## src/rtl/uart_sched_pkg.sv

```systemverilog
// Shared definitions for the UART transmit scheduler.
//   sched_state_e : scheduler FSM states
//   req_id_e      : requester identifiers used by the round-robin arbiter
//   *CntW         : counter widths, sized for the full legal parameter ranges
//                   (START_TO 1..15, MAX_RETRY 0..3)
package uart_sched_pkg;

  typedef enum logic [1:0] {
    StIdle      = 2'd0,
    StIssue     = 2'd1,
    StWaitStart = 2'd2,
    StWaitDone  = 2'd3
  } sched_state_e;

  typedef enum logic {
    ReqAlu = 1'b0,
    ReqRd  = 1'b1
  } req_id_e;

  localparam int unsigned StartToMax  = 15;
  localparam int unsigned MaxRetryMax = 3;
  localparam int unsigned ToCntW      = $clog2(StartToMax + 1);
  localparam int unsigned RetryCntW   = $clog2(MaxRetryMax + 1);
  localparam int unsigned ByteCntW    = 2;

endpackage

```

## src/rtl/rr_arbiter2.sv

```systemverilog
// Two-requester round-robin arbiter.
//   clk, rst         : clock, asynchronous active-low reset
//   en               : grants may only be given while high
//   req_alu, req_rd  : request lines
//   gnt_alu, gnt_rd  : combinational grants, at most one high
// A grant always coincides with its request, so a grant is an acceptance and
// rr_last is updated on it. rr_last resets to RD so the ALU wins first.
module rr_arbiter2
  import uart_sched_pkg::*;
(
  input  logic clk,
  input  logic rst,
  input  logic en,
  input  logic req_alu,
  input  logic req_rd,
  output logic gnt_alu,
  output logic gnt_rd
);

  req_id_e rr_last;

  always_comb begin
    gnt_alu = 1'b0;
    gnt_rd  = 1'b0;
    if (en) begin
      if (req_alu && req_rd) begin
        // Contention: the side not served last time wins.
        if (rr_last == ReqRd) begin
          gnt_alu = 1'b1;
        end else begin
          gnt_rd = 1'b1;
        end
      end else begin
        gnt_alu = req_alu;
        gnt_rd  = req_rd;
      end
    end
  end

  always_ff @(posedge clk or negedge rst) begin
    if (!rst) begin
      rr_last <= ReqRd;
    end else if (gnt_alu) begin
      rr_last <= ReqAlu;
    end else if (gnt_rd) begin
      rr_last <= ReqRd;
    end
  end

endmodule

```

## src/rtl/uart_tx_scheduler.sv

```systemverilog
// Sequencer/arbiter in front of a UART transmitter.
//   clk, rst              : clock, asynchronous active-low reset
//   alu_out/valid/ready   : 2*WIDTH-bit ALU result request (sent low byte first)
//   rd_data/valid/ready   : WIDTH-bit register-file byte request
//   tx_busy               : UART busy flag
//   tx_p_data, tx_d_valid : byte and one-cycle Data_Valid pulse to the UART
//   sched_busy            : high whenever the scheduler is not idle
//   tx_err                : one-cycle pulse when a request is dropped after retries
module uart_tx_scheduler
  import uart_sched_pkg::*;
#(
  parameter int unsigned WIDTH     = 8,
  parameter int unsigned START_TO  = 4,
  parameter int unsigned MAX_RETRY = 2
) (
  input  logic               clk,
  input  logic               rst,
  input  logic [2*WIDTH-1:0] alu_out,
  input  logic               alu_valid,
  output logic               alu_ready,
  input  logic [WIDTH-1:0]   rd_data,
  input  logic               rd_valid,
  output logic               rd_ready,
  input  logic               tx_busy,
  output logic [WIDTH-1:0]   tx_p_data,
  output logic               tx_d_valid,
  output logic               sched_busy,
  output logic               tx_err
);

  localparam logic [ToCntW-1:0]    ToLimit    = ToCntW'(START_TO);
  localparam logic [RetryCntW-1:0] RetryLimit = RetryCntW'(MAX_RETRY);

  sched_state_e         state;
  logic [WIDTH-1:0]     hold_hi;    // high byte of an accepted ALU word
  logic [ByteCntW-1:0]  bytes_left;
  logic [ToCntW-1:0]    to_cnt;
  logic [RetryCntW-1:0] retry;

  logic grant_en;
  logic gnt_alu;
  logic gnt_rd;

  assign grant_en = (state == StIdle) && !tx_busy;

  rr_arbiter2 u_arb (
    .clk     (clk),
    .rst     (rst),
    .en      (grant_en),
    .req_alu (alu_valid),
    .req_rd  (rd_valid),
    .gnt_alu (gnt_alu),
    .gnt_rd  (gnt_rd)
  );

  // Grants only go to a valid requester, so ready doubles as acceptance.
  assign alu_ready  = gnt_alu;
  assign rd_ready   = gnt_rd;
  assign sched_busy = (state != StIdle);

  // tx_d_valid is raised on every transition into StIssue, so it is high
  // exactly for the single cycle spent in StIssue.
  always_ff @(posedge clk or negedge rst) begin
    if (!rst) begin
      state      <= StIdle;
      hold_hi    <= '0;
      bytes_left <= '0;
      to_cnt     <= '0;
      retry      <= '0;
      tx_p_data  <= '0;
      tx_d_valid <= 1'b0;
      tx_err     <= 1'b0;
    end else begin
      tx_d_valid <= 1'b0;
      tx_err     <= 1'b0;
      case (state)
        StIdle: begin
          if (gnt_alu) begin
            hold_hi    <= alu_out[2*WIDTH-1:WIDTH];
            tx_p_data  <= alu_out[WIDTH-1:0];
            bytes_left <= ByteCntW'(2);
            retry      <= '0;
            tx_d_valid <= 1'b1;
            state      <= StIssue;
          end else if (gnt_rd) begin
            tx_p_data  <= rd_data;
            bytes_left <= ByteCntW'(1);
            retry      <= '0;
            tx_d_valid <= 1'b1;
            state      <= StIssue;
          end
        end
        StIssue: begin
          to_cnt <= '0;
          state  <= StWaitStart;
        end
        StWaitStart: begin
          // Busy takes precedence over a timeout reached in the same cycle.
          if (tx_busy) begin
            state <= StWaitDone;
          end else if (to_cnt + ToCntW'(1) == ToLimit) begin
            to_cnt <= '0;
            if (retry < RetryLimit) begin
              retry      <= retry + RetryCntW'(1);
              tx_d_valid <= 1'b1;
              state      <= StIssue;
            end else begin
              tx_err     <= 1'b1;
              bytes_left <= '0;
              state      <= StIdle;
            end
          end else begin
            to_cnt <= to_cnt + ToCntW'(1);
          end
        end
        StWaitDone: begin
          if (!tx_busy) begin
            if (bytes_left == ByteCntW'(2)) begin
              bytes_left <= ByteCntW'(1);
              tx_p_data  <= hold_hi;
              retry      <= '0;
              tx_d_valid <= 1'b1;
              state      <= StIssue;
            end else begin
              bytes_left <= '0;
              state      <= StIdle;
            end
          end
        end
        default: state <= StIdle;
      endcase
    end
  end

endmodule
```

## config.mk

```make
export PLATFORM = sky130hd
export DESIGN_NAME = uart_tx_scheduler
export DESIGN_NICKNAME = d
export VERILOG_FILES = /design/src/rtl/uart_sched_pkg.sv /design/src/rtl/rr_arbiter2.sv /design/src/rtl/uart_tx_scheduler.sv
export SDC_FILE = /design/constraint.sdc
export NUM_CORES = 1
export LEC_CHECK = 0
export ABC_AREA = 1
export BUFFER_PORTS_ARGS = -buffer_cell sky130_fd_sc_hd__buf_2
export CORE_UTILIZATION = 52
export CTS_CLUSTER_DIAMETER = 200
export DETAILED_ROUTE_END_ITERATION = 7
export GPL_ROUTABILITY_DRIVEN = 1
export PLACE_DENSITY = 0.79
export SLEW_MARGIN = 20
export SYNTH_ARGS = -nofsm -noshare
export SYNTH_HDL_FRONTEND = slang
export SYNTH_HIERARCHICAL = 1
export SYNTH_SLANG_ARGS = --single-unit
```

## constraint.sdc

```tcl
create_clock -name clk -period 2.2 [get_ports clk]
set_input_delay 0.11 -clock clk [delete_from_list [all_inputs] [get_ports clk]]
set_output_delay 0.11 -clock clk [all_outputs]
set_load 0.02 [all_outputs]
```

# ---- Word-level counts from Yosys, hierarchy flattened
# Index checks and enable logic that the tools add are counted.
dict set report op_classes {
  add_sub_neg 2
  n_lt_le_gt_ge 1
  n_eq_ne 13
  muxes 49
  n_reduce_logical 15
}
# op count
set ops {}
lappend ops {{2-bit two-way mux} 16}
lappend ops {{8-bit two-way mux} 4}
lappend ops {{1-bit two-way mux} 21}
lappend ops {{8-bit case mux with 2 select lines} 1}
lappend ops {{2-bit != test, second input constant} 6}
lappend ops {{2-bit case mux with 3 select lines} 2}
lappend ops {{4-bit two-way mux} 2}
lappend ops {{2-bit case mux with 4 select lines} 1}
lappend ops {{4-bit case mux with 2 select lines} 1}
lappend ops {{2-bit nonzero test} 4}
lappend ops {{7-bit AND reduction} 1}
lappend ops {{2-bit == test, second input constant} 3}
lappend ops {{3-bit != test, second input constant} 2}
lappend ops {{6-bit AND reduction} 1}
lappend ops {{4-bit by 1-bit adder with 4-bit output, second input constant} 1}
lappend ops {{4-bit by 3-bit == test with 1-bit output, second input constant} 1}
lappend ops {{2-bit AND reduction} 2}
lappend ops {{4-bit AND reduction} 1}
lappend ops {{1-bit case mux with 3 select lines} 1}
lappend ops {{3-bit AND reduction} 1}
lappend ops {{3-bit nonzero test} 1}
lappend ops {{2-bit by 1-bit adder with 2-bit output, second input constant} 1}
lappend ops {{2-bit by 1-bit == test with 1-bit output, second input constant} 1}
lappend ops {{1-bit logical AND} 2}
lappend ops {{other kinds (3)} 3}
dict set report word_totals {
  regBits 29
  inputBits 29
  output_inout_bits 13
  wordCells 89
}

# ---- Depth between registers and ports, before layout
dict set report depth {
  ltp_word 6
  mapped_depth 15
}

# ---- By module
# The synthesis kept the hierarchy.
# mod instances cells_each area_each_um2 seq_area_each_um2
set by_module_without_submodules {}
lappend by_module_without_submodules {uart_tx_scheduler 1 178 1502.7 700.7}
lappend by_module_without_submodules {rr_arbiter2 1 12 73.8 26.3}

# ---- Worst setup path after synthesis
# Ideal clock, no wire load.
dict set report synth_timing {
  path_type {register to register}
  start {reg state[1]}
  end {reg tx_p_data[5]}
  setup_time_ns 0.073
  t_arrival_ns 2.204
  path_slack_ns -0.077
  path_stages_with_launch 14
  synth_period_minus_slack_ns 2.277
  cell_sequence {dfrtp_1 -> inv_1 -> ha_1 -> inv_1 -> nor2_1 -> nand2_1 -> a21oi_1 -> inv_1 -> nand3_2 -> nand3_2 -> nor2_4 -> buf_6 -> nor2_1 -> a21oi_2}
}
dict set report synth_between {
  elab_chain_len 5
  word_cells_on_any_way 12
  cone_classes {eq/ne: 4; mux: 4; reduce/logical: 4}
}
# item line
set synth_lines {}
lappend synth_lines {{start, declared} uart_tx_scheduler.sv:34} ;# sched_state_e state;
lappend synth_lines {{start signal, assigned} uart_tx_scheduler.sv:65} ;# state <= StIdle;
lappend synth_lines {{start signal, assigned} uart_tx_scheduler.sv:84} ;# state <= StIssue;
lappend synth_lines {{start signal, assigned} uart_tx_scheduler.sv:90} ;# state <= StIssue;
lappend synth_lines {{2-bit zero test} uart_tx_scheduler.sv:44} ;# assign grant_en = (state == StIdle) && !tx_busy;
lappend synth_lines {{1-bit logical AND} uart_tx_scheduler.sv:44}
lappend synth_lines {{net grant_en} uart_tx_scheduler.sv:40} ;# logic grant_en;
lappend synth_lines {{1-bit two-way mux} rr_arbiter2.sv:25} ;# if (en) begin
lappend synth_lines {{net rd_ready} uart_tx_scheduler.sv:23} ;# output logic rd_ready,
lappend synth_lines {{3-bit != test (no source line)} -}
lappend synth_lines {{4-bit AND reduction (no source line)} -}
lappend synth_lines {{end signal, assigned} uart_tx_scheduler.sv:80} ;# tx_p_data <= alu_out[WIDTH-1:0];
lappend synth_lines {{end signal, assigned} uart_tx_scheduler.sv:86} ;# tx_p_data <= rd_data;
lappend synth_lines {{end signal, assigned} uart_tx_scheduler.sv:120} ;# tx_p_data <= hold_hi;
lappend synth_lines {{end, declared} uart_tx_scheduler.sv:25} ;# output logic [WIDTH-1:0] tx_p_data,
# The timed path passes the listed nets, and every way through them passes these cells.
# A chain may end at the register's enable or synchronous reset.

# ---- Worst setup path after layout
dict set report layout_timing {
  start {reg state[0]}
  end {out alu_ready}
}
dict set report layout_between {
  elab_chain_len 3
}
# item line
set layout_lines {}
lappend layout_lines {{2-bit zero test} uart_tx_scheduler.sv:44}
lappend layout_lines {{1-bit logical AND} uart_tx_scheduler.sv:44}
lappend layout_lines {{net grant_en} uart_tx_scheduler.sv:40}
lappend layout_lines {{1-bit two-way mux} rr_arbiter2.sv:25}
lappend layout_lines {{end, declared} uart_tx_scheduler.sv:20} ;# output logic alu_ready,
# The timed path passes the listed nets, and every way through them passes these cells.

==> impl_metrics.py <==
metrics = {
    "layout": {
        "final_layout_size_suffix_gt1_share_pct": 34.16,
        "diodes": 0,
        "layout_common_cells": "48 x nand2_1, 41 x buf_2, 28 x dfrtp_1",
        "area_delta_synth_final_pct": 26.03,
        "fin_nets": 277,
        "seqCellArea_sq_um": 726.9,
        "multi_input_area_sq_um": 773.2,
        "fillers": 218,
        "layout_commonest_cell": "nand2_1",
    },
    "route": {
        "drt_wl_total_um": 3317,
        "dr.pass1.iters": 7,
        "drc": 4,
        "wl_per_cell_um": 12.11,
        "vias": 1431,
        "viasPerCell": 5.223,
        "drtIter0Drc": 46,
        "antenna_left": 0,
    },
    "clock_tree": {
        "cts_buffers": 5,
        "clock-root-buffer": "clkbuf_4",
        "cts_tree": "yes",
        "clock_sinks": 29,
        "clk_pin_slew_ns": 0.09,
        "cts.path.max_buffers": 2,
        "clk_latency_ns": 0.32,
        "htree_levels": 2,
    },
    "pwr": {
        "ir_drop_v": 0.0008967,
        "p_leak_nw": 1.006,
        "p_per_area_nw_per_um2": 1448,
        "finalPower_mw": 2.877,
    },
    "grt": {
        "gr-total-overflow": 0,
        "grt_use_total_pct": 23.43,
        "grt_first_pass_wirelength_um": 5844,
        "grt_start_max_net_pins": 30,
        "antenna_found_initial": 0,
        "grt_pass1_vias": 1287,
    },
    "synth": {
        "netlist_area_sq_um": 1577,
        "ys_seq_elements": 29,
        "yosys.area.top_type": "dfrtp_1",
        "yosysTopAreaCellShare_pct": 44.44,
        "yosysWarnings": 6,
        "syn_nets": 225,
        "yosysUniqueCellTypes": 27,
        "synth_cells": 190,
        "syn_avg_cell_area_sq_um": 8.297,
        "synth_area_leaders": "dfrtp_1 44%, nand2_1 11%, mux2_2 5.7%",
        "yosysSeqAreaShare_pct": 46.11,
    },
    "placed_design": {
        "place_congestion": 0.8024,
        "place_hpwl_um": 2541,
        "io_buffers": 41,
        "place_ws_ns": 0.08008,
    },
    "timing": {
        "worst_slack_ns": 0.1787,
        "slew_headroom_pct": 58.57,
        "finalSetupViolCount": 0,
        "fmax_mhz": 494.7,
        "hold_violations": 0,
        "tightestPinTransition_ns": 0.6215,
        "maxSlewViolCount": 0,
        "min_period_ns": 2.021,
        "fin_crit_sh_pct": 91.88,
        "skew_ns": 0.01035,
    },
    "setup_path": {
        "critPathKind": "reg2out",
        "worstPathMaxFanout": 9,
        "crit_path_end_kind": "primary output",
        "start_kind": "flip-flop",
        "cp.arrival_ns": 1.91,
        "cp_data_required_time_ns": 2.09,
    },
    "die": {
        "coreArea_sq_um": 2805,
        "initial_utilization_pct": 56.20,
        "die_area_sq_um": 3256,
        "chipHeight_um": 57.06,
        "placementRows": 19,
        "die_x_um": 57.06,
        "ios": 42,
    },
    "outcome": {
        "violations": "design-rule violations",
        "status": "finished, violations left",
    },
    "hold_path": {
        "hold_path_class": "in2reg",
    },
    "flow_run": {
        "maxCapViolations": 0,
    },
}
per-stage QoR:
step | cell area [sq um] | setup TNS, ns | hold WS (ns) | cells | util [%]
floorplan | 1580 | 0 | -0.1856 | 190 | -
global route | 1987 | -0.007054 | 0.007826 | 274 | 70.83
detailed placement | 1819 | 0 | 0.1621 | 261 | 64.85
CTS | 1942 | 0 | 0.004674 | 271 | 69.22
global placement | 1819 | 0 | 0.1658 | 261 | 64.85
finish | 1987 | 0 | 0.01261 | 274 | 70.83
synthesized netlist by cell type, drive strengths merged:
cell type	n
o21ai	14
o22ai	1
dfrtp	28
o21a	1
nand4	4
a21oi	13
inv	18
nand2	51
and2	1
xnor2	1
nor2	19
mux2	8
nand3	17
clkbuf	1
ha	6
buf	2
nor3	3
dfstp	1
o211ai	1
worst max-delay path: stages (launching register included):
cell	delay [ns]
dfrtp_1	0.43
inv_1	0.11
ha_2	0.22
inv_1	0.08
nor2_1	0.13
nand2_1	0.09
inv_2	0.05
nand2_2	0.05
inv_2	0.09
buf_4	0.17
buf_2	0.17
repair_timing:
item,4_1_cts,5_1_grt
hold endpoints to repair,29,1
setup buffers,0,2
resized for setup,0,5
endpoints found under the setup margin,0,22
hold buffers,2,1
power breakdown:
part | leakage [nW] | switching (mW) | total (mW) | internal, mW
sequential | 0.356 | 0.152 | 0.924 | 0.772
clock | 0.0552 | 0.182 | 0.534 | 0.352
combinational | 0.594 | 0.842 | 1.42 | 0.577
total | 1.01 | 1.18 | 2.88 | 1.70
layer usage:
metal / global-route usage [%] / wire length, um
met5: 0 / 0
met4: 9.408 / 51
met3: 4.762 / 163
met2: 34.96 / 1517
met1: 33.68 / 1584
cell families (layout without fill, tap and decap cells):
kind of cell | Yosys count | after routing | share of synthesized area, %
simple gates | 95 | 95 | 26.90
compound gates | 30 | 30 | 10.40
flops | 29 | 29 | 46.11
buf+inv | 21 | 74 | 5.555
mux | 8 | 8 | 5.715
fa+ha+maj | 6 | 6 | 4.762
xor+xnor | 1 | 1 | 0.5557
cell type report:
class                   count  share of cell area, %
clock buffers               5                  1.889
clock inverters             3                  3.275
inverters                  18                  3.400
multi-input cells         140                  38.92
flip-flops and latches     29                  36.59
well taps                  31                  1.952
repair buffers             48                  13.98
worst paths after layout:
path | from | endpoint | slack (ns) | cells past startpoint
max | state[0] | alu_ready | 0.18 | 10
min | alu_out[10] | hold_hi[2] | 0.01 | 2
max reg2reg | state[0] | tx_p_data[2] | 0.20 | 15
min reg2reg | bytes_left[0] | bytes_left[0] | 0.50 | 2
max in group asynchronous | rst | tx_d_valid | 1.47 | 2
min in group asynchronous | rst | tx_p_data[3] | 0.33 | 2
flip-flops by register name, summed over array words and instances, names as in the netlist:
signal and count:
bytes_left 2, hold_hi 8, retry 2, state 2
to_cnt 4, tx_d_valid 1, tx_err 1, tx_p_data 8
u_arb/rr_last 1
Power figures use the tool's default switching activity.
